===== config.mk =====
export PLATFORM = sky130hd
export DESIGN_NAME = avalon_master_arbiter
export DESIGN_NICKNAME = d
export VERILOG_FILES = /design/src/rtl/avalon_arb_pkg.sv /design/src/rtl/rr_grant2.sv /design/src/rtl/avalon_master_arbiter.sv
export SDC_FILE = /design/constraint.sdc
export NUM_CORES = 1
export LEC_CHECK = 0
export CORE_MARGIN = 1
export CORE_UTILIZATION = 28
export DETAILED_ROUTE_END_ITERATION = 7
export HOLD_SLACK_MARGIN = 0.12
export PLACE_DENSITY = 0.64
export SKIP_CTS_REPAIR_TIMING = 1
export SLEW_MARGIN = 10
export SYNTH_ARGS = -nofsm -noshare
export SYNTH_HDL_FRONTEND = slang
export SYNTH_SLANG_ARGS = --single-unit

===== constraint.sdc =====
create_clock -name clock -period 13.14 [get_ports clock]
set_input_delay 3.285 -clock clock [delete_from_list [all_inputs] [get_ports clock]]
set_output_delay 3.285 -clock clock [all_outputs]
set_load 0.05 [all_outputs]

===== src/rtl/avalon_arb_pkg.sv =====
// avalon_arb_pkg: shared state encoding and defaults for the Avalon master arbiter
package avalon_arb_pkg;
   typedef enum logic [3:0] {
      IDLE      = 4'b0001,
      ISSUE     = 4'b0010,
      WAIT_DATA = 4'b0100,
      ACK       = 4'b1000
   } state_t;
   localparam logic [31:0] ERR_DATA_DEF = 32'hDEADBEEF;
endpackage


===== src/rtl/rr_grant2.sv =====
// rr_grant2: two-way round-robin pick; on a tie the requester that was not last served wins
module rr_grant2 (
   input  logic [1:0] req,
   input  logic       last_grant,
   output logic [1:0] grant
);
   assign grant = (req == 2'b11) ? (last_grant ? 2'b01 : 2'b10) : req;
endmodule


===== src/rtl/avalon_master_arbiter.sv =====
// avalon_master_arbiter: shares one Avalon-MM master between two level/ack requesters with a response timeout
module avalon_master_arbiter
   import avalon_arb_pkg::*;
#(
   parameter int unsigned TIMEOUT  = 1024,
   parameter logic [31:0] ERR_DATA = ERR_DATA_DEF
) (
   input  logic        clock,
   input  logic        nreset,
   input  logic        r0_read,
   input  logic        r0_write,
   input  logic [31:0] r0_address,
   input  logic [3:0]  r0_byte_enable,
   input  logic [31:0] r0_write_data,
   output logic        r0_ack,
   output logic [31:0] r0_read_data,
   output logic        r0_error,
   input  logic        r1_read,
   input  logic        r1_write,
   input  logic [31:0] r1_address,
   input  logic [3:0]  r1_byte_enable,
   input  logic [31:0] r1_write_data,
   output logic        r1_ack,
   output logic [31:0] r1_read_data,
   output logic        r1_error,
   output logic [31:0] avm_address,
   output logic [3:0]  avm_byteenable,
   output logic [31:0] avm_writedata,
   output logic        avm_read,
   output logic        avm_write,
   input  logic        avm_waitrequest,
   input  logic        avm_readdatavalid,
   input  logic [31:0] avm_readdata,
   output logic [1:0]  grant
);
   localparam int CW = $clog2(TIMEOUT + 1);
   state_t state, state_n;
   logic [1:0] req, pick, ack, err;
   logic [31:0] rdata [2];
   logic [CW-1:0] cnt;
   logic last_grant, is_read, own, greq, sel_read, sel_write, busy;
   logic start, tmo, accept, abort, rvalid, done, set_ack;
   assign req = {r1_read | r1_write, r0_read | r0_write};
   rr_grant2 u_pick (.req(req), .last_grant(last_grant), .grant(pick));
   assign own       = grant[1];
   assign greq      = req[own];
   assign sel_read  = pick[1] ? r1_read : r0_read;
   assign sel_write = pick[1] ? r1_write : r0_write;
   assign busy      = state == ISSUE || state == WAIT_DATA;
   // A response arriving in the timeout cycle still wins; timeout beats a same-cycle acceptance
   assign start   = state == IDLE && |pick;
   assign rvalid  = state == WAIT_DATA && avm_readdatavalid;
   assign tmo     = busy && cnt >= CW'(TIMEOUT - 1) && !rvalid;
   assign accept  = state == ISSUE && !avm_waitrequest && !tmo;
   assign abort   = state == ISSUE && avm_waitrequest && !greq && !tmo;
   assign done    = state == ACK && !greq;
   assign set_ack = tmo || rvalid || (accept && !is_read);
   assign r0_ack       = ack[0];
   assign r1_ack       = ack[1];
   assign r0_error     = err[0];
   assign r1_error     = err[1];
   assign r0_read_data = rdata[0];
   assign r1_read_data = rdata[1];
   // Next-state selection
   always_comb begin
      state_n = state;
      case (state)
         IDLE:      state_n = start ? ISSUE : IDLE;
         ISSUE:     state_n = tmo ? ACK : accept ? (is_read ? WAIT_DATA : ACK) : abort ? IDLE : ISSUE;
         WAIT_DATA: state_n = (rvalid || tmo) ? ACK : WAIT_DATA;
         ACK:       state_n = done ? IDLE : ACK;
         default:   state_n = IDLE;
      endcase
   end
   // State register
   always_ff @(posedge clock)
      state <= !nreset ? IDLE : state_n;
   // Command, counter, grant and per-requester response registers
   always_ff @(posedge clock) begin
      if (!nreset) begin
         grant          <= '0;
         last_grant     <= 1'b1;
         is_read        <= 1'b0;
         cnt            <= '0;
         avm_address    <= '0;
         avm_byteenable <= '0;
         avm_writedata  <= '0;
         avm_read       <= 1'b0;
         avm_write      <= 1'b0;
         ack            <= '0;
         err            <= '0;
         rdata[0]       <= '0;
         rdata[1]       <= '0;
      end else begin
         if (busy && cnt != CW'(TIMEOUT))
            cnt <= cnt + 1'b1;
         if (start) begin
            grant          <= pick;
            is_read        <= sel_read;
            cnt            <= '0;
            avm_address    <= pick[1] ? r1_address : r0_address;
            avm_byteenable <= pick[1] ? r1_byte_enable : r0_byte_enable;
            avm_writedata  <= pick[1] ? r1_write_data : r0_write_data;
            avm_read       <= sel_read;
            avm_write      <= sel_write & ~sel_read;
         end
         if (accept || abort || tmo) begin
            avm_read  <= 1'b0;
            avm_write <= 1'b0;
         end
         if (abort)
            grant <= '0;
         if (set_ack) begin
            ack[own] <= 1'b1;
            err[own] <= tmo;
            if (tmo)
               rdata[own] <= ERR_DATA;
            else if (rvalid)
               rdata[own] <= avm_readdata;
         end
         if (done) begin
            ack        <= '0;
            err        <= '0;
            last_grant <= own;
            grant      <= '0;
         end
      end
   end
endmodule


==> impl_metrics.csv, run 1 <==
group,metric,value,unit
floorplan,die-height,158,um
routing,ant_nets,0,
routing,wl_per_cell,16.3,um
timing,slew_headroom,0.315,
routing,drt_wl_total,20500,um
clocking,numClockSinks,157,
pwr,cellLeakagePower,4.50,nW
setup_path,cp.required,13.45,ns
grt,grt.total_usage,0.161,
final_layout,final_area,10800,um^2
routing,drtIter0Drc,259,
clocking,clock-root-buffer,"clkbuf_16",
grt,grt_overflow,0,
logic_synthesis,yosys_warnings,0,
routing,dr.pass1.iters,5,
setup_path,crit_type,"in2reg",
logic_synthesis,synth_flop_cell,"dfxtp_1",
logic_synthesis,synth_area_per_cell,10.8,um^2
logic_synthesis,synthCells,631,
clocking,cts_tree,"yes",
floorplan,io_pins,316,
clocking,clk_latency,0.42,ns
final_layout,drive_gt1_frac,0.0534,
logic_synthesis,synthesis.area,6840,um^2
logic_synthesis,synth_cell_types,46,
floorplan,fp-row-count,56,
floorplan,dieArea,25100,um^2
logic_synthesis,ys_seq_area_frac,0.553,
placed_design,port_buffers,315,
logic_synthesis,syn_nets,809,
logic_synthesis,synth_async_sr_flop_share,0,
grt,grt_pass1_vias,5503,
run,drv_cap,0,
pwr,p_per_area,166,nW/um^2
logic_synthesis,synth-edff-count,64,
final_layout,fin_nets,1101,
final_layout,final_cell_mix,"clkdlybuf4s50_1, nand2_1, dfxtp_1, mux2i_1, o211a_1",
setup_path,crit_slowest_cell,"a21oi_4",
timing,setup_tns,0,ns
pwr,power,1.80,mW
timing,min_period,5.94,ns
timing,fin_worst_skew,0.0165,ns
final_layout,final_common_cell,"clkdlybuf4s50_1",
logic_synthesis,synth_seq_cells,157,
final_layout,n_antenna_cell,0,
placed_design,placed_area,10200,um^2
timing,max_freq,168,MHz
timing,hold_viol,0,
final_layout,syn_to_final_growth,58.6,%
grt,antenna_found_initial,1,
final_layout,fillers,2277,
placed_design,post-place-ws,6.72,ns
outcome,status,"finished clean",
timing,slew_violations,0,
grt,grt_max_degree,83,
setup_path,crit_fanout,46,
final_layout,final_util,0.458,
timing,fin_crit_sh,0.452,
clocking,cts_buffer_depth,2,
timing,worstMarginPinSlew,1.02,ns
setup_path,endpoint_kind,"flip-flop",
clocking,cts.clk_slew.worst_paths,0.07,ns
worst_hold_path,hp-class,"reg2reg",
setup_path,r2r_setup_slack,10.21,ns
setup_path,arrival,6.25,ns
placed_design,gp_congestion,0.767,
clocking,cts_buffers,17,
clocking,htree_levels,4,
timing,grt_setup_unrepaired,"false",
routing,num_vias,5885,
grt,grt_pass1_wl,30600,um
pwr,irDropWorstVdd,0.0878,mV
routing,vias_per_cell,4.69,
floorplan,initial_utilization,0.289,
setup_path,cp_cell_sequence,"clkdlybuf4s50_1 > or2_2 > a21oi_4 > buf_4 > mux2i_1 > nand2_1 > o211a_1",
floorplan,core,23700,um^2
routing,drc,0,
timing,fin_ws,7.20,ns
placed_design,dp_hpwl,14600,um
timing,setup_viol,0,
setup_path,cpPeakStageDelay,0.80,ns
floorplan,fp.dieW,158,um
setup_path,startpoint_type,"input pin",
==> stage by stage <==
stage | hold slack, ns | std cells
finish | 0.462 | 1255
global route | 0.486 | 1255
CTS | 0.468 | 1255
detailed placement | 0.459 | 1223
global placement | 0.450 | 1223
floorplan | 0.457 | 631
==> state kept, by name, indices dropped and copies added (netlist names) <==
| register | count |
|---|---|
| rdata | 64 |
| avm_address | 32 |
| cnt | 11 |
| avm_write | 1 |
| avm_read | 1 |
| grant | 2 |
| avm_byteenable | 4 |
| last_grant | 1 |
| ack | 2 |
| err | 2 |
| state | 4 |
| is_read | 1 |
| avm_writedata | 32 |
==> critical path, delay by kind of cell <==
family                 cells  cell delay (ns)
buffers and inverters      2             1.24
AOI/OAI and AO/OA          2             0.95
and+or+nand+nor            2             0.42
muxes                      1             0.30
==> cells by family (layout without fill, tap and decap cells) <==
| family | count (synthesis) | after routing | synth area share |
|---|---|---|---|
| adders and majority gates | 2 | 2 | 0.00366 |
| AOI/OAI and AO/OA | 150 | 150 | 0.165 |
| buffers and inverters | 55 | 360 | 0.0360 |
| DFF | 157 | 157 | 0.553 |
| muxes | 68 | 68 | 0.0995 |
| and+or+nand+nor | 188 | 188 | 0.129 |
| xor gates and xnor gates | 11 | 11 | 0.0141 |
==> metal layers <==
| metal | part of all wire | global-route usage | wire (um) | vias to the layer above |
|---|---|---|---|---|
| met5 | 0 | 0 | 0 | - |
| li1 | - | - | - | 2881 |
| met4 | 0.0087 | 0.0462 | 178 | 0 |
| met3 | 0.11 | 0.0645 | 2280 | 10 |
| met2 | 0.47 | 0.262 | 9610 | 261 |
| met1 | 0.41 | 0.195 | 8410 | 2733 |
==> cells in the mapped netlist, types with 2 or more instances <==
cell	number	area, um^2
nor2_1	23	86.3
a21boi_0	2	15.0
nand3b_1	2	15.0
nor4_1	2	12.5
and3_1	20	125
dfxtp_1	93	1860
nand4_1	4	25.0
or3_1	2	12.5
nor3b_1	2	15.0
o31ai_1	2	15.0
xor2_1	7	61.3
o211ai_1	2	15.0
ha_1	2	25.0
mux2i_1	68	681
a21oi_1	61	305
xnor2_1	4	35.0
nand3_1	4	20.0
clkbuf_1	25	93.8
nor4b_1	4	35.0
nand2b_1	3	18.8
or2_2	2	12.5
nand2_1	108	405
o211a_1	68	681
edfxtp_1	64	1920
inv_1	5	18.8
o21ai_0	8	40.0
nor3_1	3	15.0
buf_2	23	115
==> final timing paths <==
| check | end | cells past startpoint | from |
|---|---|---|---|
| hold reg to reg | avm_read$_SDFFE_PP0P_ | 2 | avm_read$_SDFFE_PP0P_ |
| setup / recovery | avm_address[19]$_SDFFE_PN0P_ | 7 | r0_read |
| hold / removal | avm_read$_SDFFE_PP0P_ | 2 | avm_read$_SDFFE_PP0P_ |
| setup reg to reg | avm_writedata[23]$_SDFFE_PN0P_ | 6 | state[1]$_SDFF_PN0_ |
==> cell type report <==
| cell class | instances | area (um^2) | share of cell area |
|---|---|---|---|
| Multi-Input combinational cell | 419 | 2840 | 0.262 |
| Tap cell | 319 | 399 | 0.0368 |
| Clock inverter | 15 | 173 | 0.0159 |
| Sequential cell | 157 | 3780 | 0.349 |
| Timing Repair Buffer | 323 | 3210 | 0.296 |
| Inverter | 5 | 18.8 | 0.00173 |
| Clock buffer | 17 | 425 | 0.0392 |
==> where the power goes <==
part           switching [mW]  leakage (nW)  internal [mW]
clock network           0.231         0.292          0.273
logic                   0.428          2.78          0.245
registers              0.0419          1.43          0.581
Note: power is estimated with default switching activity, not from simulation.
==> run 2, diff against run 1 <==
clock period = 6.19 ns   (was 13.14 ns; I/O delays follow)
==> impl_metrics.csv, run 2 (synthesis results as in run 1) <==
group,metric,value,unit
placed_design,placed_area,10300,um^2
clocking,cts_buffer_depth,2,
final_layout,final_cell_mix,"clkdlybuf4s50_1, nand2_1, dfxtp_1, mux2i_1, o211a_1",
final_layout,final_common_cell,"clkdlybuf4s50_1",
final_layout,drive_gt1_frac,0.0534,
routing,drc,0,
routing,num_vias,5830,
setup_path,crit_type,"reg2out",
grt,grt_pass1_wl,30300,um
grt,antenna_found_initial,2,
clocking,clock-root-buffer,"clkbuf_16",
floorplan,fp.dieW,158,um
setup_path,startpoint_type,"flip-flop",
routing,vias_per_cell,4.64,
setup_path,arrival,1.97,ns
placed_design,dp_hpwl,14400,um
grt,grt_max_degree,78,
setup_path,crit_family,"buffers and inverters",
timing,fin_crit_sh,0.567,
floorplan,io_pins,316,
routing,drtIter0Drc,243,
routing,wl_per_cell,16.1,um
timing,max_freq,285,MHz
pwr,power,3.92,mW
pwr,cellLeakagePower,4.53,nW
clocking,cts_tree,"yes",
final_layout,syn_to_final_growth,59.5,%
floorplan,fp-row-count,56,
final_layout,largest_register,"rdata",
timing,min_period,3.51,ns
setup_path,cp.required,4.64,ns
floorplan,initial_utilization,0.289,
routing,drt_wl_total,20300,um
clocking,htree_levels,4,
setup_path,cpPeakStageDelay,0.95,ns
outcome,status,"finished clean",
clocking,cts.clk_slew.worst_paths,0.06,ns
floorplan,die-height,158,um
timing,setup_viol,0,
setup_path,crit_fanout,13,
setup_path,endpoint_kind,"output port",
final_layout,final_area,10900,um^2
pwr,p_per_area,359,nW/um^2
clocking,clk_latency,0.42,ns
grt,grt.total_usage,0.158,
timing,grt_setup_unrepaired,"false",
placed_design,gp_congestion,0.772,
final_layout,largest_reg_flops,64,
timing,fin_worst_skew,0.0120,ns
run,drv_cap,0,
final_layout,reg_top3,"rdata: 64 flops, avm_address: 32 flops, avm_writedata: 32 flops",
clocking,cts_buffers,17,
floorplan,dieArea,25100,um^2
clocking,numClockSinks,157,
setup_path,cp_cell_sequence,"clkdlybuf4s50_1",
final_layout,fin_nets,1101,
grt,grt_pass1_vias,5656,
routing,ant_nets,0,
timing,setup_tns,0,ns
timing,slew_headroom,0.423,
timing,hold_viol,0,
worst_hold_path,hp-class,"reg2reg",
routing,dr.pass1.iters,4,
setup_path,crit_slowest_cell,"clkdlybuf4s50_1",
timing,slew_violations,0,
floorplan,core,23700,um^2
placed_design,port_buffers,315,
setup_path,critPathBufInv,1,
pwr,irDropWorstVdd,0.180,mV
grt,grt_overflow,0,
timing,worstMarginPinSlew,0.864,ns
-- run 2: area by class of cell --
cell class / count / area [um^2]
Antenna cell: 2 / 5.00
Clock buffer: 17 / 425
Clock inverter: 15 / 218
Fill cell: 2312 / 12800
Inverter: 5 / 18.8
Multi-Input combinational cell: 419 / 2840
Sequential cell: 157 / 3780
Tap cell: 319 / 399
Timing Repair Buffer: 323 / 3220
-- run 2: final timing paths --
path	start	end	slack (ns)	cells after the start
max	grant[1]$_SDFFE_PP0P_	grant[1]	2.68	1
min	avm_read$_SDFFE_PP0P_	avm_read$_SDFFE_PP0P_	0.46	2
max reg2reg	state[1]$_SDFF_PN0_	avm_address[11]$_SDFFE_PN0P_	3.63	5
min reg2reg	avm_read$_SDFFE_PP0P_	avm_read$_SDFFE_PP0P_	0.46	2
-- run 2: per-layer routing --
layer | GRT usage | vias to the layer above | wire, um
met5 | 0 | - | 0
li1 | - | 2883 | -
met1 | 0.185 | 2662 | 8230
met4 | 0.0417 | 0 | 255
met3 | 0.0746 | 18 | 2500
met2 | 0.259 | 267 | 9310
-- run 2: worst register-to-register path: cells and delay by family, from the launching register on --
| family | cells | cell delay (ns) |
|---|---|---|
| AND/OR/NAND/NOR | 2 | 0.95 |
| buffers and inverters | 1 | 0.59 |
| AO/OA/AOI/OAI | 2 | 0.55 |
| flip-flops | 1 | 0.38 |
-- run 2: report_power, final --
part           internal, mW  switching [mW]  leakage, nW
sequential             1.23          0.0880         1.43
combinational         0.521           0.910         2.79
clock                 0.691           0.473        0.318
total                  2.45            1.47         4.53
-- run 2: metrics by stage --
step                       util  setup WS [ns]  hold slack [ns]  std cells
final                     0.461           2.68            0.464       1257
after global routing      0.460           2.54            0.499       1255
after CTS                 0.460           2.62            0.473       1255
after detailed placement  0.433           2.33            0.461       1223
after global placement    0.433           2.33            0.454       1223
after floorplan               -           1.54            0.457        631
